## src/rtl/alu_seq_pkg.sv

```systemverilog
// Shared definitions for the ALU operation sequencer: opcodes, output-mux
// and logical-unit encodings, FSM states and small opcode decode helpers.
package alu_seq_pkg;

    // Request opcodes
    localparam logic [2:0] OP_ADD  = 3'b000;
    localparam logic [2:0] OP_SUB  = 3'b001;
    localparam logic [2:0] OP_SHL  = 3'b010;
    localparam logic [2:0] OP_SHR  = 3'b011;
    localparam logic [2:0] OP_AND  = 3'b100;
    localparam logic [2:0] OP_OR   = 3'b101;
    localparam logic [2:0] OP_XOR  = 3'b110;
    localparam logic [2:0] OP_PASS = 3'b111;

    // ALU output-mux select (11 also selects the logical unit in the mux)
    localparam logic [1:0] OSEL_ADD   = 2'b00;
    localparam logic [1:0] OSEL_SHIFT = 2'b01;
    localparam logic [1:0] OSEL_LOGIC = 2'b10;

    // Logical-unit select; equals the low two opcode bits of the logic ops
    localparam logic [1:0] LOG_AND  = 2'b00;
    localparam logic [1:0] LOG_OR   = 2'b01;
    localparam logic [1:0] LOG_XOR  = 2'b10;
    localparam logic [1:0] LOG_PASS = 2'b11;

    typedef enum logic [1:0] {
        ST_IDLE    = 2'b00,
        ST_SHIFT   = 2'b01,
        ST_CAPTURE = 2'b10,
        ST_DONE    = 2'b11
    } state_e;

    function automatic logic is_shift(input logic [2:0] op);
        return (op == OP_SHL) || (op == OP_SHR);
    endfunction

    function automatic logic is_addsub(input logic [2:0] op);
        return (op == OP_ADD) || (op == OP_SUB);
    endfunction

    function automatic logic [1:0] osel_for(input logic [2:0] op);
        logic [1:0] sel;
        if (is_addsub(op)) begin
            sel = OSEL_ADD;
        end else if (is_shift(op)) begin
            sel = OSEL_SHIFT;
        end else begin
            sel = OSEL_LOGIC;
        end
        return sel;
    endfunction

endpackage

```

## src/rtl/alu_seq_shifter.sv

```systemverilog
// Iterative 1-bit-per-cycle shifter for the ALU sequencer. Holds the shift
// register, the remaining-count down-counter and the last bit shifted out.
// done is high during the shift cycle that consumes the final count.
module alu_seq_shifter
    import alu_seq_pkg::*;
#(
    parameter int WIDTH   = 8,
    parameter int SHAMT_W = 3
) (
    input  logic               clk,
    input  logic               rst,
    input  logic               load,
    input  logic [WIDTH-1:0]   load_data,
    input  logic [SHAMT_W-1:0] load_cnt,
    input  logic               shift_en,
    input  logic               shift_left,
    output logic [WIDTH-1:0]   shift_q,
    output logic               last_out,
    output logic               done
);

    logic [SHAMT_W-1:0] cnt_reg;
    logic [WIDTH-1:0]   shl_next;
    logic [WIDTH-1:0]   shr_next;

    // Per-bit next values for both directions, zero filled at the ends
    genvar gi;
    generate
        for (gi = 0; gi < WIDTH; gi++) begin : g_bit
            if (gi == 0) begin : g_lsb
                assign shl_next[gi] = 1'b0;
            end else begin : g_lsb_n
                assign shl_next[gi] = shift_q[gi-1];
            end
            if (gi == WIDTH - 1) begin : g_msb
                assign shr_next[gi] = 1'b0;
            end else begin : g_msb_n
                assign shr_next[gi] = shift_q[gi+1];
            end
        end
    endgenerate

    assign done = shift_en && (cnt_reg == SHAMT_W'(1));

    // Load on request acceptance, then shift one bit per enabled cycle
    always_ff @(posedge clk or posedge rst) begin
        if (rst) begin
            shift_q  <= '0;
            cnt_reg  <= '0;
            last_out <= 1'b0;
        end else if (load) begin
            shift_q  <= load_data;
            cnt_reg  <= load_cnt;
            last_out <= 1'b0;
        end else if (shift_en && (cnt_reg != '0)) begin
            shift_q  <= shift_left ? shl_next : shr_next;
            last_out <= shift_left ? shift_q[WIDTH-1] : shift_q[0];
            cnt_reg  <= cnt_reg - SHAMT_W'(1);
        end
    end

endmodule

```

## src/rtl/alu_op_sequencer.sv

```systemverilog
// Multi-cycle controller for the 8-bit ALU datapath. Accepts one operation
// over a valid/ready request port, drives the adder/logical-unit controls and
// the output-mux select, runs the iterative shifter for shift ops, captures
// the mux output with {N,Z,C} flags and returns it over a valid/ready port.
// Optional macro ALU_SEQ_PERF_EN adds saturating completed-op and
// result-stall counters (perf_ops, perf_stall).
module alu_op_sequencer
    import alu_seq_pkg::*;
#(
    parameter int WIDTH   = 8,
    parameter int SHAMT_W = 3
) (
    input  logic               clk,
    input  logic               rst,
    input  logic               req_valid,
    output logic               req_ready,
    input  logic [2:0]         req_op,
    input  logic [WIDTH-1:0]   req_a,
    input  logic [WIDTH-1:0]   req_b,
    output logic [WIDTH-1:0]   opa,
    output logic [WIDTH-1:0]   opb,
    output logic               add_sub,
    output logic [1:0]         log_op,
    output logic [1:0]         osel,
    output logic [WIDTH-1:0]   shift_q,
    input  logic               carry_in,
    input  logic [WIDTH-1:0]   mux_out,
    output logic               res_valid,
    input  logic               res_ready,
    output logic [WIDTH-1:0]   res_data,
    output logic [2:0]         res_flags
`ifdef ALU_SEQ_PERF_EN
    ,
    output logic [15:0]        perf_ops,
    output logic [15:0]        perf_stall
`endif
);

    state_e             state_reg;
    state_e             state_next;
    logic [2:0]         op_reg;
    logic               shamt_nz_reg;
    logic               accept;
    logic               last_out;
    logic               shift_done;
    logic               carry_flag;
    logic [SHAMT_W-1:0] req_shamt;

    assign req_shamt = req_b[SHAMT_W-1:0];
    assign accept    = req_valid && req_ready;

    alu_seq_shifter #(
        .WIDTH   (WIDTH),
        .SHAMT_W (SHAMT_W)
    ) u_shifter (
        .clk        (clk),
        .rst        (rst),
        .load       (accept),
        .load_data  (req_a),
        .load_cnt   (req_shamt),
        .shift_en   (state_reg == ST_SHIFT),
        .shift_left (op_reg == OP_SHL),
        .shift_q    (shift_q),
        .last_out   (last_out),
        .done       (shift_done)
    );

    // State register
    always_ff @(posedge clk or posedge rst) begin
        if (rst) begin
            state_reg <= ST_IDLE;
        end else begin
            state_reg <= state_next;
        end
    end

    // Next-state logic and handshake outputs
    always_comb begin
        state_next = state_reg;
        req_ready  = 1'b0;
        res_valid  = 1'b0;
        case (state_reg)
            ST_IDLE: begin
                req_ready = 1'b1;
                if (req_valid) begin
                    if (is_shift(req_op) && (req_shamt != '0)) begin
                        state_next = ST_SHIFT;
                    end else begin
                        state_next = ST_CAPTURE;
                    end
                end
            end
            ST_SHIFT: begin
                if (shift_done) begin
                    state_next = ST_CAPTURE;
                end
            end
            ST_CAPTURE: begin
                state_next = ST_DONE;
            end
            ST_DONE: begin
                res_valid = 1'b1;
                if (res_ready) begin
                    state_next = ST_IDLE;
                end
            end
            default: begin
                state_next = ST_IDLE;
            end
        endcase
    end

    // Operands and unit controls change only when a request is accepted;
    // add_sub and log_op are left alone by ops that do not use them
    always_ff @(posedge clk or posedge rst) begin
        if (rst) begin
            opa          <= '0;
            opb          <= '0;
            add_sub      <= 1'b0;
            log_op       <= LOG_AND;
            osel         <= OSEL_ADD;
            op_reg       <= OP_ADD;
            shamt_nz_reg <= 1'b0;
        end else if (accept) begin
            opa          <= req_a;
            opb          <= req_b;
            op_reg       <= req_op;
            osel         <= osel_for(req_op);
            shamt_nz_reg <= (req_shamt != '0);
            if (is_addsub(req_op)) begin
                add_sub <= (req_op == OP_SUB);
            end
            if (osel_for(req_op) == OSEL_LOGIC) begin
                log_op <= req_op[1:0];
            end
        end
    end

    // Carry flag source depends on the operation class
    always_comb begin
        carry_flag = 1'b0;
        if (is_addsub(op_reg)) begin
            carry_flag = carry_in;
        end else if (is_shift(op_reg) && shamt_nz_reg) begin
            carry_flag = last_out;
        end
    end

    // Capture the mux result and flags; held through DONE
    always_ff @(posedge clk or posedge rst) begin
        if (rst) begin
            res_data  <= '0;
            res_flags <= 3'b000;
        end else if (state_reg == ST_CAPTURE) begin
            res_data  <= mux_out;
            res_flags <= {mux_out[WIDTH-1], (mux_out == '0), carry_flag};
        end
    end

`ifdef ALU_SEQ_PERF_EN
    logic [15:0] perf_ops_reg;
    logic [15:0] perf_stall_reg;

    // Saturating completed-op and result back-pressure counters
    always_ff @(posedge clk or posedge rst) begin
        if (rst) begin
            perf_ops_reg   <= '0;
            perf_stall_reg <= '0;
        end else begin
            if (res_valid && res_ready && (perf_ops_reg != 16'hFFFF)) begin
                perf_ops_reg <= perf_ops_reg + 16'd1;
            end
            if (res_valid && !res_ready && (perf_stall_reg != 16'hFFFF)) begin
                perf_stall_reg <= perf_stall_reg + 16'd1;
            end
        end
    end

    assign perf_ops   = perf_ops_reg;
    assign perf_stall = perf_stall_reg;
`endif

endmodule
```

## config.mk

```make
export PLATFORM = sky130hd
export DESIGN_NAME = alu_op_sequencer
export DESIGN_NICKNAME = d
export VERILOG_FILES = /design/src/rtl/alu_seq_pkg.sv /design/src/rtl/alu_seq_shifter.sv /design/src/rtl/alu_op_sequencer.sv
export SDC_FILE = /design/constraint.sdc
export NUM_CORES = 1
export LEC_CHECK = 0
export ABC_AREA = 1
export CORE_MARGIN = 2
export CORE_UTILIZATION = 41
export DETAILED_ROUTE_END_ITERATION = 7
export GPL_TIMING_DRIVEN = 0
export PLACE_DENSITY = 0.75
export SLEW_MARGIN = 5
export SYNTH_ARGS = -nofsm -noshare
export SYNTH_HDL_FRONTEND = slang
export SYNTH_SLANG_ARGS = --single-unit
```

## constraint.sdc

```tcl
create_clock -name clk -period 1.5 [get_ports clk]
set_clock_uncertainty 0.05 [all_clocks]
set_input_delay 0.3 -clock clk [delete_from_list [all_inputs] [get_ports clk]]
set_output_delay 0.3 -clock clk [all_outputs]
set_load 0.01 [all_outputs]
```

After elaboration in Yosys (flattened, before gate mapping)
Index checks and enable logic that the tools add are counted.
{"block": "classes", "addsub": 1, "n_eq_ne": 14, "muxes": 20, "reduce_logical": 19}
{"op": "$mux 8", "n": 3}
{"op": "$mux 2", "n": 7}
{"op": "$eq 3x2->1 const B", "n": 4}
{"op": "$eq 3x1->1 const B", "n": 3}
{"op": "$logic_not 8->1", "n": 1}
{"op": "$pmux 2 s4", "n": 1}
{"op": "$mux 1", "n": 7}
{"op": "$eq 2x2->1 const B", "n": 3}
{"op": "$logic_not 3->1", "n": 2}
{"op": "$mux 3", "n": 2}
{"op": "$ne 2x2->1 const B", "n": 3}
{"op": "$reduce_bool 3->1", "n": 2}
{"op": "$logic_and 1x1->1", "n": 5}
{"op": "$logic_or 1x1->1", "n": 4}
{"op": "$reduce_and 2->1", "n": 2}
{"op": "$reduce_and 3->1", "n": 1}
{"op": "$sub 3x1->3 const B", "n": 1}
{"op": "$eq 2x1->1 const B", "n": 1}
{"op": "$logic_not 2->1", "n": 1}
{"op": "$reduce_bool 2->1", "n": 1}
{"block": "word_totals", "reg_bits": 50, "output_inout_bits": 42, "word_cells": 67}

Logic depth before layout (Yosys ltp)
Gate-level depths: netlist of the first run.
{"block": "depth", "depth_word": 7, "depth_mapped": 10, "depth_no_buf": 9}

By module
A second synthesis of the first run with hierarchy kept.
{"block": "hier_totals", "cells_unflattened": 290, "hier_area_um2": 2353.5}
{"module": "alu_op_sequencer", "instances": 1, "cells_each": 188, "area_each_um2": 1615.3}
{"module": "alu_seq_shifter", "instances": 1, "cells_each": 102, "area_each_um2": 738.2}

Worst setup path before layout of the first run
OpenSTA, ideal clock, no wires.
{"block": "synth_path", "path_kind": "register to register", "startpoint": "reg state_reg[0]", "endpoint": "reg u_shifter.cnt_reg[1]", "t_arrival_ns": 1.277, "setup_slack_ns": 0.043, "stages_incl_launch_ff": 9, "n_path_buf": 1, "path_cell_list": "dfrtp_1 inv_1 ha_1 nand2_2 nand2_2 buf_6 inv_2 nand2_1 o211ai_1"}
{"block": "synth_via", "elab_chain_len": 4, "word_cells_on_any_way": 7}
{"element": "from (decl)", "line": "alu_op_sequencer.sv:39", "rtl": "state_e state_reg;"}
{"element": "from (signal assigned)", "line": "alu_op_sequencer.sv:73", "rtl": "state_reg <= state_next;"}
{"element": "$logic_not 2->1 (*)", "line": "alu_op_sequencer.sv:82", "rtl": "case (state_reg)"}
{"element": "$mux 1 (*)", "line": "alu_op_sequencer.sv:82"}
{"element": "net req_ready", "line": "alu_op_sequencer.sv:16", "rtl": "output logic req_ready,"}
{"element": "$logic_and 1x1->1 (*)", "line": "alu_op_sequencer.sv:50", "rtl": "assign accept = req_valid && req_ready;"}
{"element": "$mux 3 or $reduce_bool 2->1 (tied branches)"}
{"element": "to (signal assigned)", "line": "alu_seq_shifter.sv:53", "rtl": "cnt_reg <= load_cnt;"}
{"element": "to (signal assigned)", "line": "alu_seq_shifter.sv:58", "rtl": "cnt_reg <= cnt_reg - SHAMT_W'(1);"}
{"element": "to (decl)", "line": "alu_seq_shifter.sv:22", "rtl": "logic [SHAMT_W-1:0] cnt_reg;"}
The timed path passes the listed nets; every way through them passes the cells marked *.
A chain may end at the register's enable or synchronous reset.

Worst setup path after layout of the first run
{"block": "layout_path", "startpoint": "reg u_shifter.cnt_reg[0]", "endpoint": "reg u_shifter.shift_q[7]"}
{"block": "layout_via", "elab_chain_len": 3}
{"element": "$reduce_bool 3->1", "line": "alu_seq_shifter.sv:55", "rtl": "end else if (shift_en && (cnt_reg != '0)) begin"}
{"element": "$logic_and 1x1->1", "line": "alu_seq_shifter.sv:55"}
{"element": "$reduce_bool 2->1 (no line)"}
{"element": "to (signal assigned)", "line": "alu_seq_shifter.sv:52", "rtl": "shift_q <= load_data;"}
{"element": "to (signal assigned)", "line": "alu_seq_shifter.sv:56", "rtl": "shift_q <= shift_left ? shl_next : shr_next;"}
{"element": "to (decl)", "line": "alu_seq_shifter.sv:17", "rtl": "output logic [WIDTH-1:0] shift_q,"}
No other way between the ends.

==> results.json, run 1 <==
{
  "die_x_microns": 78.6,
  "ys_ff_latch": 49,
  "design_area_sq_um": 3370,
  "synth_compound_area_share_pct": 9.15,
  "grt_use_total_pct": 19.4,
  "nNetsFinal": 406,
  "clock_sinks": 49,
  "cap_violations": 0,
  "antenna_found_initial": 0,
  "maxSlewViolCount": 0,
  "hold_start": "res_data[2]",
  "antenna_left": 0,
  "violations": "negative setup slack",
  "htreeDepth": 2,
  "setup_slack_ns": -0.0447,
  "cts_hold_buf": 0,
  "r2r-start": "u_shifter.cnt_reg[0]",
  "cts_buffer_depth": 2,
  "grt_pass1_vias": 2058,
  "dp.cells": 420,
  "avgRoutedWirePerCell_microns": 13.1,
  "root_buffer": "clkbuf_8",
  "cts_tree": "built",
  "period_share_pct": 103,
  "p_per_area_nw_per_um2": 2020,
  "die_h_microns": 78.6,
  "ioPinCount": 74,
  "globalplace.congestion": 0.761,
  "hold_class": "flop to flop",
  "clkSlewWorstSetupHoldPaths_ns": 0.10,
  "vias": 2074,
  "syn-cell-area_sq_um": 2280,
  "ff2ff_setup_slack_ns": -0.04,
  "worst_setup_path_end_kind": "flop",
  "synth_simple_gate_area_share_pct": 24.1,
  "drt-initial-drc-count": 108,
  "synth_top_family_by_area": "simple AND/OR/NAND/NOR gates",
  "max_clock_freq_ghz": 0.647,
  "routed_via_density": 4.71,
  "drc": 0,
  "clk-insertion-delay-late_ns": 0.32,
  "grt_overflow": 0,
  "whs_endpoint": "res_data[2]",
  "critPathLaunchType": "flop",
  "min_period_ns": 1.54,
  "worstPathArrival_ns": 1.76,
  "hold_viol": 0,
  "r2r.worst_path.cells": 10,
  "fin_setup_tns_ns": -0.117,
  "slew_headroom_pct": 29.4,
  "start_util_pct": 42.0,
  "synthAdderAreaFrac_pct": 3.84,
  "crit_fanout": 5,
  "critPathMaxStageDelay_ns": 0.39,
  "area.growth.synth_to_final_pct": 47.4,
  "worst_pin_slew_ns": 1.06,
  "synthXorXnorAreaFrac_pct": 0,
  "firstDrtPassIters": 4,
  "io_buffers": 73,
  "hold_depth": 2,
  "die-area_sq_um": 6180,
  "dpl.hpwl_mm": 3.85,
  "p_leak_nw": 1.77,
  "place_area_sq_um": 3110,
  "yosysWarnings": 0,
  "total_power_mw": 6.80,
  "synthesis.instances": 275,
  "rsz0062_at_grt": "yes",
  "crit_slowest_cell": "dfrtp_1",
  "routed_wl_mm": 5.78,
  "ys_types": 25,
  "antenna_cells": 0,
  "syn_nets": 314,
  "row_count": 27,
  "cts_inserted_buffers": 5,
  "synth.area.mux_share_pct": 0,
  "drive_above_1_share_pct": 16.0,
  "r2r_end": "u_shifter.shift_q[7]",
  "crit_type": "flop to flop",
  "stdcell_count": 440,
  "worstPathRequired_ns": 1.71,
  "worstPathCellList": "inv_2, ha_4, ha_4, inv_2, nand2_4, buf_6, nor2_4, buf_4, nand4_1, nand3_1",
  "status": "finished with violations",
  "ir_drop_mv": 0.845,
  "seq_area_frac_synth_pct": 53.7,
  "grt_max_degree": 50,
  "syn_avg_cell_area_sq_um": 8.30,
  "core_area_sq_um": 5440,
  "grt_pass1_wl_mm": 9.50,
  "setup_viol": 4
}
-- synthesized netlist by cell type --
cell type,number,area share (%)
clkbuf_1,1,0.16
ha_1,7,3.8
buf_2,4,0.88
o21ai_0,18,3.9
nor2_4,1,0.49
nor2_2,1,0.27
nand2_2,2,0.55
nor2_1,17,2.8
nand3_1,20,4.4
nand4_1,1,0.27
inv_2,2,0.33
o21ai_1,6,1.3
a21boi_0,1,0.33
inv_1,37,6.1
nand2_1,87,14
nand3_2,1,0.44
a21oi_1,6,1.3
buf_6,2,0.99
o21ai_2,1,0.38
buf_4,2,0.66
o211ai_1,4,1.3
clkinv_1,1,0.16
or2_2,2,0.55
a31oi_1,2,0.55
dfrtp_1,49,54
-- kinds of logic after synthesis --
group                    count (synthesis)
AND/OR/NAND/NOR                        132
buffers and inverters                   49
flip-flops                              49
AO/OA/AOI/OAI                           38
adder cells (fa/ha/maj)                  7
-- worst max path at each step --
stage                          from                    to  slack [ns]  depth (start not counted)
6_report       u_shifter.cnt_reg[0]  u_shifter.shift_q[7]       -0.04                         10
5_1_grt        u_shifter.cnt_reg[0]  u_shifter.cnt_reg[1]       -0.13                          9
4_1_cts                state_reg[1]             req_ready       -0.07                          3
3_5_place_dp           state_reg[0]             req_ready       -0.19                          3
3_3_place_gp           state_reg[0]             req_ready       -0.18                          3
2_1_floorplan          state_reg[0]  u_shifter.cnt_reg[1]        0.04                          8
-- per-layer routing --
| metal | vias up | track usage [%] | share of wire [%] |
|---|---|---|---|
| li1 | 1045 | - | - |
| met1 | 959 | 25.3 | 45 |
| met2 | 63 | 32.5 | 48 |
| met3 | 7 | 4.71 | 5.9 |
| met4 | 0 | 4.74 | 1.2 |
| met5 | - | 0 | 0 |
-- what timing repair did --
action                     4_1_cts  5_1_grt
gates cloned                     1        0
resized for setup               64       24
setup buffers                    7        4
setup endpoints to repair       80       35
pin swaps                        2        9
-- cell type report --
| type | count | area [sq um] |
|---|---|---|
| clock buffer | 5 | 68.8 |
| tap | 72 | 90.1 |
| inverter | 40 | 156 |
| fill | 497 | 2070 |
| timing repair buffer | 85 | 796 |
| clock inverter | 3 | 26.3 |
| multi-input combinational | 177 | 925 |
| buffer | 9 | 77.6 |
| sequential | 49 | 1230 |
-- report_power, final --
| part | switching, mW | leakage [nW] | total (mW) | internal, mW |
|---|---|---|---|---|
| clock network | 0.493 | 0.0487 | 0.833 | 0.341 |
| logic | 1.95 | 1.12 | 3.66 | 1.71 |
| registers | 0.363 | 0.597 | 2.31 | 1.95 |
-- cells in the final DEF (no fill, tap or decap), drive strengths merged --
| master | synthesis | final |
|---|---|---|
| a21oi | 6 | 6 |
| dfrtp | 49 | 49 |
| clkdlybuf4s15 | 0 | 1 |
| o211ai | 4 | 4 |
| nand4 | 1 | 1 |
| inv | 39 | 39 |
| clkbuf | 1 | 7 |
| nor2 | 19 | 19 |
| a21boi | 1 | 1 |
| clkdlybuf4s50 | 0 | 31 |
| buf | 8 | 21 |
| nand2 | 89 | 89 |
| dlygate4sd2 | 0 | 39 |
| nand3 | 21 | 21 |
| ha | 7 | 7 |
| or2 | 2 | 2 |
| a31oi | 2 | 2 |
| o21ai | 25 | 25 |
| clkinv | 1 | 3 |
| clkinvlp | 0 | 1 |
-- metrics by stage --
stage	setup slack, ns	utilization [%]	hold WS [ns]
after floorplan	0.0430	-	0.286
after global placement	-0.175	57.1	0.404
after detailed placement	-0.189	57.1	0.410
after CTS	-0.0702	60.3	0.429
after global routing	-0.131	61.9	0.445
final	-0.0447	61.9	0.427
-- critical path, delay by kind of cell (launching register included) --
| kind | cells | cell delay, ns |
|---|---|---|
| flip-flops | 1 | 0.39 |
| AND/OR/NAND/NOR | 4 | 0.36 |
| adder cells (fa/ha/maj) | 2 | 0.31 |
| buffers and inverters | 4 | 0.38 |
Power figures use the tool's default switching activity.
==> run 2: changes to the inputs <==
- GPL_TIMING_DRIVEN: 0 -> unset
==> run 2 against run 1 <==
Effect of this change: worst setup slack better by 0.064 ns; cell area is 4.0% higher; sequential cell count did not move; non-clock buffer count is 6 higher; highest routed layer unchanged; the flow now finishes without violations; sequential power is essentially flat; via count is 1.2% higher; count of clock-buffer cells in the layout stayed put; clock power grew 9.4%; sequential share of layout area shrank 1.4 points; power increased by 3.0%; wire length down 0.45%.
==> results.json, run 2 (synthesized netlist as in run 1, its figures left out) <==
{
  "clkSlewWorstSetupHoldPaths_ns": 0.08,
  "grt_pass1_wl_mm": 9.31,
  "core_area_sq_um": 5440,
  "area.growth.synth_to_final_pct": 53.3,
  "period_share_pct": 98.7,
  "globalplace.congestion": 0.772,
  "hold_viol": 0,
  "min_period_ns": 1.48,
  "cts_buffer_depth": 2,
  "drt-initial-drc-count": 121,
  "worst_setup_path_end_kind": "output pin",
  "drive_above_1_share_pct": 19.0,
  "cts_tree": "built",
  "fin_setup_tns_ns": 0,
  "rsz0062_at_grt": "yes",
  "ioPinCount": 74,
  "setup_slack_ns": 0.0197,
  "max_clock_freq_ghz": 0.676,
  "nNetsFinal": 412,
  "antenna_cells": 0,
  "io_buffers": 73,
  "routed_via_density": 4.71,
  "start_util_pct": 42.0,
  "dp_slack_ns": -0.162,
  "ir_drop_mv": 0.849,
  "firstDrtPassIters": 4,
  "vias": 2098,
  "hold_class": "input pin to async pin",
  "setup_viol": 0,
  "critPathLaunchType": "flop",
  "clk-insertion-delay-late_ns": 0.30,
  "grt_max_degree": 21,
  "die_x_microns": 78.6,
  "grt_use_total_pct": 19.2,
  "die-area_sq_um": 6180,
  "crit_fanout": 3,
  "mostFrequentLayoutCells": "nand2_1 (85), dfrtp_1 (49), dlygate4sd2_1 (40)",
  "antenna_left": 0,
  "root_buffer": "clkbuf_8",
  "slew_headroom_pct": 75.6,
  "avgRoutedWirePerCell_microns": 12.9,
  "p_leak_nw": 1.83,
  "row_count": 27,
  "dpl.hpwl_mm": 4.14,
  "grt_overflow": 0,
  "layout_commonest_cell": "nand2_1",
  "cts_inserted_buffers": 5,
  "worstPathArrival_ns": 1.13,
  "maxSlewViolCount": 0,
  "cap_violations": 0,
  "worstPathRequired_ns": 1.15,
  "htreeDepth": 2,
  "p_per_area_nw_per_um2": 2000,
  "routed_wl_mm": 5.76,
  "worst_pin_slew_ns": 0.366,
  "clock_sinks": 49,
  "die_h_microns": 78.6,
  "drc": 0,
  "timing.hold.ws_ns": 0.269,
  "crit_type": "flop to output pin",
  "status": "completed",
  "grt_pass1_vias": 2030,
  "antenna_found_initial": 0
}
run 2: changes by cell type in the layout (fill, tap and decap cells not counted), sizes merged:
cell | previous run | this run
bufinv | 0 | 1
clkinv | 3 | 2
buf | 21 | 29
clkbuf | 7 | 5
inv | 39 | 38
dlygate4sd2 | 39 | 40
clkdlybuf4s15 | 1 | 0
run 2: where the power goes:
group / internal, mW / leakage [nW] / switching [mW]
sequential: 1.95 / 0.597 / 0.371
clock: 0.485 / 0.0540 / 0.426
combinational: 1.78 / 1.18 / 2.00
run 2: repair_timing:
| item | in CTS | in global routing |
|---|---|---|
| setup endpoints to repair | 61 | 22 |
| buffers inserted | 5 | 3 |
| resized for setup | 61 | 31 |
| pin swaps | 0 | 13 |
| hold buffers | 0 | 0 |
| cloned | 1 | 0 |
run 2: critical path, stage by stage, from the launching register on:
cell,delay [ns]
dfrtp_1,0.41
buf_4,0.15
ha_4,0.15
buf_6,0.11
run 2: layer usage:
metal	vias up	track usage (%)	share of wire, %
met1	967	25.5	45
met2	65	32.2	48
met4	0	4.04	1.1
met5	-	0	0
met3	10	4.37	5.4
li1	1056	-	-
run 2: worst paths after layout:
kind                                       from                    to  slack [ns]  cells past startpoint
max                                state_reg[0]             res_valid        0.02                      3
max in group asynchronous                   rst  u_shifter.shift_q[0]        0.73                      3
min reg2reg                         res_data[0]           res_data[0]        0.43                      2
max reg2reg                u_shifter.cnt_reg[1]  u_shifter.shift_q[1]        0.05                     10
min                                         rst           res_data[7]        0.27                      2
min in group clk                    res_data[0]           res_data[0]        0.43                      2
run 2: metrics by stage:
step	cell area [sq um]	utilization [%]	cells	total power, mW
2_1_floorplan	2290	-	275	4.13
3_3_place_gp	3220	59.2	429	5.79
3_5_place_dp	3220	59.2	429	5.91
4_1_cts	3380	62.1	442	6.71
5_1_grt	3500	64.3	445	7.58
6_report	3500	64.3	445	7.01
run 2: cell type report:
class | count | area (sq um)
Sequential cell | 49 | 1230
Timing Repair Buffer | 100 | 952
Clock buffer | 5 | 68.8
Clock inverter | 2 | 35.0
Inverter | 40 | 156
Fill cell | 490 | 1940
Tap cell | 72 | 90.1
Multi-Input combinational cell | 177 | 971
==> run 3: changes to the inputs <==
- CORE_UTILIZATION: 41 -> 42
- PLACE_DENSITY: 0.75 -> 0.76
- SYNTH_HIERARCHICAL: unset -> 1
==> run 3 against run 2 <==
Effect of this change: the run now ends with negative setup slack left; power increased by 5.0%; worst setup slack lost 0.063 ns; synthesized cell count grew 5.5%; clock power up 6.0%; maximum frequency is 4.1% lower; sequential cell count unchanged; utilization grew 3.6 points.
==> results.json, run 3 <==
{
  "critPathMaxStageDelay_ns": 0.38,
  "avgRoutedWirePerCell_microns": 13.5,
  "nNetsFinal": 434,
  "fin_setup_tns_ns": -0.153,
  "firstDrtPassIters": 4,
  "vias": 2228,
  "cts_inserted_buffers": 5,
  "fill_cells": 475,
  "cts_hold_buf": 0,
  "setup_viol": 9,
  "total_power_mw": 7.36,
  "syn-cell-area_sq_um": 2350,
  "grt_max_degree": 26,
  "period_share_pct": 103,
  "timing.hold.ws_ns": 0.269,
  "seq_area_frac_synth_pct": 52.1,
  "area.growth.synth_to_final_pct": 58.1,
  "grt_pass1_wl_mm": 9.71,
  "dp_slack_ns": -0.195,
  "worstPathRequired_ns": 1.68,
  "clk-insertion-delay-late_ns": 0.31,
  "synth.area.top_cells": "dfrtp_1 (52%), nand2_1 (22%), ha_1 (4.3%)",
  "root_buffer": "clkbuf_8",
  "ff_latch_area_sq_um": 1230,
  "synthesis.instances": 290,
  "crit_type": "flop to flop",
  "die-area_sq_um": 6220,
  "status": "finished with violations",
  "critPathLaunchType": "flop",
  "start_util_pct": 43.0,
  "antenna_left": 0,
  "htreeDepth": 2,
  "layout_commonest_cell": "nand2_1",
  "ir_drop_mv": 0.911,
  "rsz0062_at_grt": "yes",
  "cts_tree": "built",
  "core_area_sq_um": 5470,
  "ys_types": 22,
  "drc": 0,
  "drt-initial-drc-count": 115,
  "synth_top_area_cell": "dfrtp_1",
  "antenna_found_initial": 0,
  "drive_above_1_share_pct": 24.6,
  "syn_nets": 330,
  "worst_pin_slew_ns": 0.493,
  "maxSlewViolCount": 0,
  "final_util_pct": 68.0,
  "clock_sinks": 49,
  "yosys.cell_count.top_type": "nand2_1",
  "mostFrequentLayoutCells": "nand2_1 (120), dfrtp_1 (49), dlygate4sd2_1 (40)",
  "multiInputGateArea_sq_um": 1150,
  "grt_use_total_pct": 20.0,
  "die_x_microns": 78.9,
  "routed_wl_mm": 6.29,
  "worstPathArrival_ns": 1.72,
  "worst_setup_path_end_kind": "flop",
  "cts_buffer_depth": 2,
  "io_buffers": 73,
  "yosysWarnings": 6,
  "synth_edf_count": 0,
  "dpl.hpwl_mm": 4.18,
  "slew_headroom_pct": 67.1,
  "min_period_ns": 1.54,
  "row_count": 27,
  "clkSlewWorstSetupHoldPaths_ns": 0.10,
  "ys_ff_latch": 49,
  "crit_fanout": 5,
  "ys_async_sr_fraction_pct": 100,
  "cap_violations": 0,
  "synth_common_cells": "nand2_1 (135), dfrtp_1 (49), inv_1 (21)",
  "syn_avg_cell_area_sq_um": 8.12,
  "antenna_cells": 0,
  "routed_via_density": 4.77,
  "setup_slack_ns": -0.0437,
  "synth_top_area_share_pct": 52.1,
  "critPathMostFrequentCell": "o21ai_1",
  "hold_class": "input pin to async pin",
  "p_leak_nw": 1.95,
  "grt_overflow": 0,
  "grt_pass1_vias": 2113,
  "ys.flop_type": "dfrtp_1",
  "crit_slowest_cell": "dfrtp_1",
  "p_per_area_nw_per_um2": 1980,
  "ioPinCount": 74,
  "worstPathCellList": "buf_6, inv_4, ha_4, buf_12, nand2_8, clkinv_8, clkbuf_16, o21ai_1, nand2_2, o21ai_1",
  "hold_viol": 0,
  "die_h_microns": 78.9,
  "globalplace.congestion": 0.817,
  "violations": "negative setup slack",
  "max_clock_freq_ghz": 0.648
}
[run 3: cell count changes in the layout (fill, tap and decap cells not counted), moves of 10 or more]
cell     delta
inv_1      -13
nand2_1    +35
nand2_2    +14
nand3_1    -11
o21ai_0    -12
o21ai_1    +10
[run 3: worst max-delay path: cells and delay by family (launching register included)]
kind | cells | cell delay, ns
buffers and inverters | 5 | 0.52
AND/OR/NAND/NOR | 2 | 0.14
flip-flops | 1 | 0.38
adder cells (fa/ha/maj) | 1 | 0.15
AO/OA/AOI/OAI | 2 | 0.23
[run 3: per-stage QoR]
stage	cell area, sq um	cells
global route	3720	467
floorplan	2380	290
CTS	3480	462
global placement	3280	445
detailed placement	3280	445
finish	3720	467
[run 3: cell type report]
| cell class | instances | share of cell area, % |
|---|---|---|
| clock buffers | 5 | 1.85 |
| multi-input cells | 207 | 30.9 |
| repair buffers | 105 | 26.8 |
| clock inverters | 3 | 1.24 |
| inverters | 25 | 3.60 |
| repair inverters | 1 | 0.235 |
| flip-flops and latches | 49 | 33.0 |
| well taps | 72 | 2.42 |
[run 3: worst paths after layout]
check	startpoint	endpoint	slack, ns	cells after the start
setup / recovery	state_reg[0]	u_shifter/cnt_reg[2]	-0.04	10
hold / removal	rst	res_data[4]	0.27	3
hold reg to reg	res_data[4]	res_data[4]	0.43	2
max in group asynchronous	rst	u_shifter/cnt_reg[2]	0.78	2
setup reg to reg	state_reg[0]	u_shifter/cnt_reg[2]	-0.04	10
min in group clk	res_data[4]	res_data[4]	0.43	2
[run 3: power by group]
part	internal [mW]	switching (mW)	total (mW)
clock	0.499	0.467	0.966
combinational	1.96	2.18	4.14
sequential	1.92	0.334	2.26
total	4.38	2.98	7.36
[run 3: kinds of logic after synthesis]
group / share of synthesized area (%)
AND/OR/NAND/NOR: 31.7
adder cells (fa/ha/maj): 4.25
AO/OA/AOI/OAI: 4.36
buffers and inverters: 7.60
flip-flops: 52.1
[run 3: repair_timing]
| item | 4_1_cts | 5_1_grt |
|---|---|---|
| pin swaps | 1 | 10 |
| buffers inserted | 9 | 3 |
| gates resized for setup | 68 | 57 |
| gates cloned | 0 | 2 |
| setup endpoints to repair | 44 | 28 |
[run 3: per-layer routing]
layer  wire length, microns  GRT usage (%)  vias to the layer above
met5                      0              0                        -
met4                     47           6.55                        0
met3                    389           4.89                        4
met2                   3070           33.2                       75
met1                   2790           25.9                     1052
li1                       -              -                     1097
==> patch 1 (settings of run 3) <==
Add a define of `ALU_SEQ_PERF_EN`.
--- a/src/rtl/alu_op_sequencer.sv
+++ b/src/rtl/alu_op_sequencer.sv
@@ -4,6 +4,8 @@
 // the mux output with {N,Z,C} flags and returns it over a valid/ready port.
 // Optional macro ALU_SEQ_PERF_EN adds saturating completed-op and
 // result-stall counters (perf_ops, perf_stall).
+`define ALU_SEQ_PERF_EN
+
 module alu_op_sequencer
     import alu_seq_pkg::*;
 #(
Behaviour (old outputs only; new: perf_ops and perf_stall): unchanged (Yosys induction, for registers that start in step).
==> patch 1 against run 3 <==
The flow still finishes with violations (setup timing); clock power grew 73%; area after synthesis up 85%; sequential cell count is 32 higher; worst setup slack got worse by 40 ps; core utilization up 1.5 points; die area is 80% higher; wire length rose by 110%; total power grew 58%; cell area rose by 90%; largest cell class is now multi-input gates; highest routed layer unchanged.
==> patch 1: results <==
metrics = {
    "status": {
        "outcome": "complete, but fails checks",
        "violations": "setup timing",
    },
    "timing": {
        "fin_ws_ps": -84.0,
        "setup_viol": 42,
        "finalSetupTns_ps": -1070,
        "whs_ps": 247,
        "maxSlewHeadroom_pct": 67.7,
    },
    "synth": {
        "synthArstFlopShare_pct": 100,
        "synth_common_cells": "nand2_1 (248), dfrtp_1 (81), inv_1 (44), nor2_1 (39), nand3_1 (32)",
        "ys_seq_area_share_pct": 46.6,
        "synth_cell_types": 36,
        "synthesis.nets": 612,
        "synth_area_leader_cell": "dfrtp_1",
        "avgSynthCellArea_um2": 7.62,
        "yosys_warnings": 6,
        "synth_area_leaders": "dfrtp_1 (47%), nand2_1 (21%), inv_1 (3.8%)",
    },
    "grt": {
        "grt_pass1_wl_um": 20400,
        "grt_max_degree": 23,
        "grt_pass1_vias": 4411,
        "grt_usage_pct": 22.4,
    },
    "clock_network": {
        "cts_max_level": 3,
        "worstSkewPairLatency_ps": 360,
        "post_cts_buffers": 45,
        "cts_max_path_buffers": 2,
        "numCtsBuffers": 9,
        "cts_resized": 157,
        "cts-root-buf": "clkbuf_8",
    },
    "placed_design": {
        "place_area_um2": 5920,
        "dpl.hpwl_um": 8160,
        "placedCellCount": 840,
        "routabilityCongestion": 0.907,
        "place.port_buffers": 105,
        "dp_slack_ps": -237,
    },
    "routing": {
        "drt_first_pass_iters": 5,
        "viasPerCell": 5.08,
        "drtIter0Drc": 196,
        "drt_wl_total_um": 13500,
        "wire_per_inst_um": 14.7,
    },
    "pwr": {
        "vdd_drop_max_mv": 0.948,
        "sw_frac_of_total_pct": 41.1,
        "leakagePower_uw": 0.00357,
    },
    "worst_setup_path": {
        "cp_slowest_cell": "dfrtp_1",
        "r2r_end": "u_shifter/shift_q[3]",
        "rr_worst_depth": 11,
        "max_stage_delay_ps": 380,
        "cp-end-kind": "register",
        "cp_max_fo": 6,
        "critPathArrivalTime_ps": 1780,
        "crit_start": "state_reg[1]",
    },
    "cells_and_area": {
        "layout-drive-gt1-share_pct": 34.8,
        "final_nets": 818,
        "num-fill-cells": 787,
    },
}
patch 1: cell count changes after synthesis, sizes merged, moves of 8 or more:
cell | run 3 | this run
dfrtp | 49 | 81
inv | 24 | 46
nand2 | 139 | 262
nand3 | 19 | 33
nand4 | 0 | 11
nor2 | 12 | 50
o21ai | 19 | 27
xnor2 | 0 | 10
patch 1: power by group through the flow:
stage | sequential (uW) | combinational (uW) | clock [uW]
floorplan | 3870 | 2240 | 0
global placement | 3660 | 4770 | 0
detailed placement | 3680 | 4940 | 0
CTS | 3440 | 5730 | 1690
global route | 3560 | 6960 | 1800
finish | 3460 | 6460 | 1670
patch 1: routing by layer:
| metal | global-route usage [%] | part of all wire (%) | wire length, um |
|---|---|---|---|
| met1 | 27.3 | 39 | 5270 |
| met2 | 39.1 | 52 | 7070 |
| met3 | 5.57 | 5.8 | 788 |
| met4 | 6.86 | 2.6 | 344 |
| met5 | 0 | 0 | 0 |
patch 1: final cells by class:
cell class | count | area [um2] | share of cell area (%)
inverters | 48 | 226 | 3.20
multi-input cells | 433 | 2570 | 36.3
repair inverters | 1 | 8.76 | 0.124
repair buffers | 203 | 1860 | 26.3
clock inverters | 7 | 77.6 | 1.10
flip-flops and latches | 81 | 2040 | 28.8
clock buffers | 9 | 124 | 1.75
well taps | 136 | 170 | 2.41
patch 1: kinds of logic after synthesis:
kind of cell | count (synthesis) | share of synthesized area (%)
xor gates and xnor gates | 12 | 2.42
and+or+nand+nor | 375 | 37.7
buffers and inverters | 60 | 5.95
DFF | 81 | 46.6
adders and majority gates | 9 | 2.59
AOI/OAI and AO/OA | 34 | 4.69
==> patch 2 (config.mk and constraints of run 3) <==
Made on the original files. The 4 states of `state_e` get a one-hot encoding in 4 bits.
--- a/src/rtl/alu_seq_pkg.sv
+++ b/src/rtl/alu_seq_pkg.sv
@@ -23,11 +23,11 @@
     localparam logic [1:0] LOG_XOR  = 2'b10;
     localparam logic [1:0] LOG_PASS = 2'b11;
 
-    typedef enum logic [1:0] {
-        ST_IDLE    = 2'b00,
-        ST_SHIFT   = 2'b01,
-        ST_CAPTURE = 2'b10,
-        ST_DONE    = 2'b11
+    typedef enum logic [3:0] {
+        ST_IDLE    = 4'b0001,
+        ST_SHIFT   = 4'b0010,
+        ST_CAPTURE = 4'b0100,
+        ST_DONE    = 4'b1000
     } state_e;
 
     function automatic logic is_shift(input logic [2:0] op);
Function: same outputs for any inputs over 10 cycles, from zero or initial values and one cycle with rst high; not proved beyond that.
==> patch 2 against run 3 <==
The run still ends with setup timing left; die area is 3.4% higher; final cell count is 3.9% higher; sequential share of layout area is 0.91 points higher; sequential cell count is 2 higher; wire length is 1.2% higher; synthesized cell count is 4.8% higher; cell area is 1.4% higher; total power is 1.5% lower; critical path depth is 2 lower; worst setup slack worse by 89 ps; area after synthesis is 3.6% higher; critical endpoint is now u_shifter/shift_q[5]; core utilization is 0.32 points lower.
==> patch 2: results <==
metrics = {
    "synth": {
        "synth_area_leaders": "dfrtp_1 (51%), nand2_1 (21%), inv_1 (4.3%)",
        "yosys_warnings": 6,
        "muxShareOfSynthArea_pct": 0,
        "synth_edf_count": 0,
        "synthesis.nets": 339,
        "synth_common_cells": "nand2_1 (135), dfrtp_1 (50), inv_1 (28), nand3_1 (20), o21ai_0 (18)",
        "synth_cell_types": 26,
        "synthAdderAreaFrac_pct": 1.54,
        "ys_seq_area_share_pct": 52.4,
        "ys.flop_type": "dfrtp_1",
        "synth_compound_area_share_pct": 4.26,
        "synthArstFlopShare_pct": 100,
        "synth_xor_xnor_area_share_pct": 0,
    },
    "worst_hold_path": {
        "hold_class": "input port to asynchronous set/reset pin",
    },
    "pwr": {
        "p_seq_uw": 2410,
        "power.share.clock_pct": 12.7,
        "internal_power_uw": 4380,
        "leakagePower_uw": 0.00203,
        "vdd_drop_max_mv": 0.858,
    },
    "cells_and_area": {
        "diodes": 0,
        "final_nets": 448,
        "num-fill-cells": 484,
        "layout-drive-gt1-share_pct": 26.2,
    },
    "worst_setup_path": {
        "critPathArrivalTime_ps": 1780,
        "max_stage_delay_ps": 580,
        "cp_max_fo": 16,
        "critPathKind": "register to register",
        "cp_slowest_cell": "dfstp_2",
        "rr_startpoint": "state_reg[0]",
        "r2r_end": "u_shifter/shift_q[5]",
        "cp_top_family": "simple AND/OR/NAND/NOR gates",
        "rr_worst_depth": 8,
    },
    "grt": {
        "grt_usage_pct": 19.8,
        "antenna_found_initial": 0,
        "grt_max_degree": 34,
        "grt_pass1_wl_um": 10000,
    },
    "placed_design": {
        "dpl.hpwl_um": 4120,
        "routabilityCongestion": 0.826,
        "dp_slack_ps": -258,
    },
    "timing": {
        "maxSlewHeadroom_pct": 66.4,
        "fin_ws_ps": -133,
        "setup_viol": 33,
        "whs_ps": 306,
        "finalSetupTns_ps": -2510,
    },
    "status": {
        "violations": "setup timing",
        "outcome": "complete, but fails checks",
    },
    "clock_network": {
        "cts_resized": 76,
        "cts_max_path_buffers": 2,
        "post_cts_buffers": 11,
    },
    "routing": {
        "vias": 2328,
        "drtIter0Drc": 134,
        "wire_per_inst_um": 13.1,
    },
}
-- patch 2: area by class of cell --
type	instances	area [um2]	share of cell area, %
flip-flops and latches	51	1280	33.9
multi-input cells	212	1120	29.7
repair buffers	112	1050	28.0
inverters	31	126	3.35
well taps	72	90.1	2.39
clock buffers	6	72.6	1.92
clock inverters	1	30.0	0.796
-- patch 2: layer usage --
metal	wire, um	vias to the layer above	GRT usage [%]
li1	-	1153	-
met1	2700	1101	24.3
met2	3240	68	34.8
met3	358	6	4.27
met4	68	0	6.10
met5	0	-	0
-- patch 2: cells by family after synthesis --
group | Yosys count
buffers and inverters | 41
and+or+nand+nor | 189
DFF | 51
AOI/OAI and AO/OA | 20
adders and majority gates | 3
-- patch 2: through the flow --
stage	instances	instance area [um2]	power [uW]
2_1_floorplan	304	2450	4300
3_3_place_gp	460	3380	5910
3_5_place_dp	460	3380	5990
4_1_cts	477	3580	6880
5_1_grt	485	3770	7830
6_report	485	3770	7250
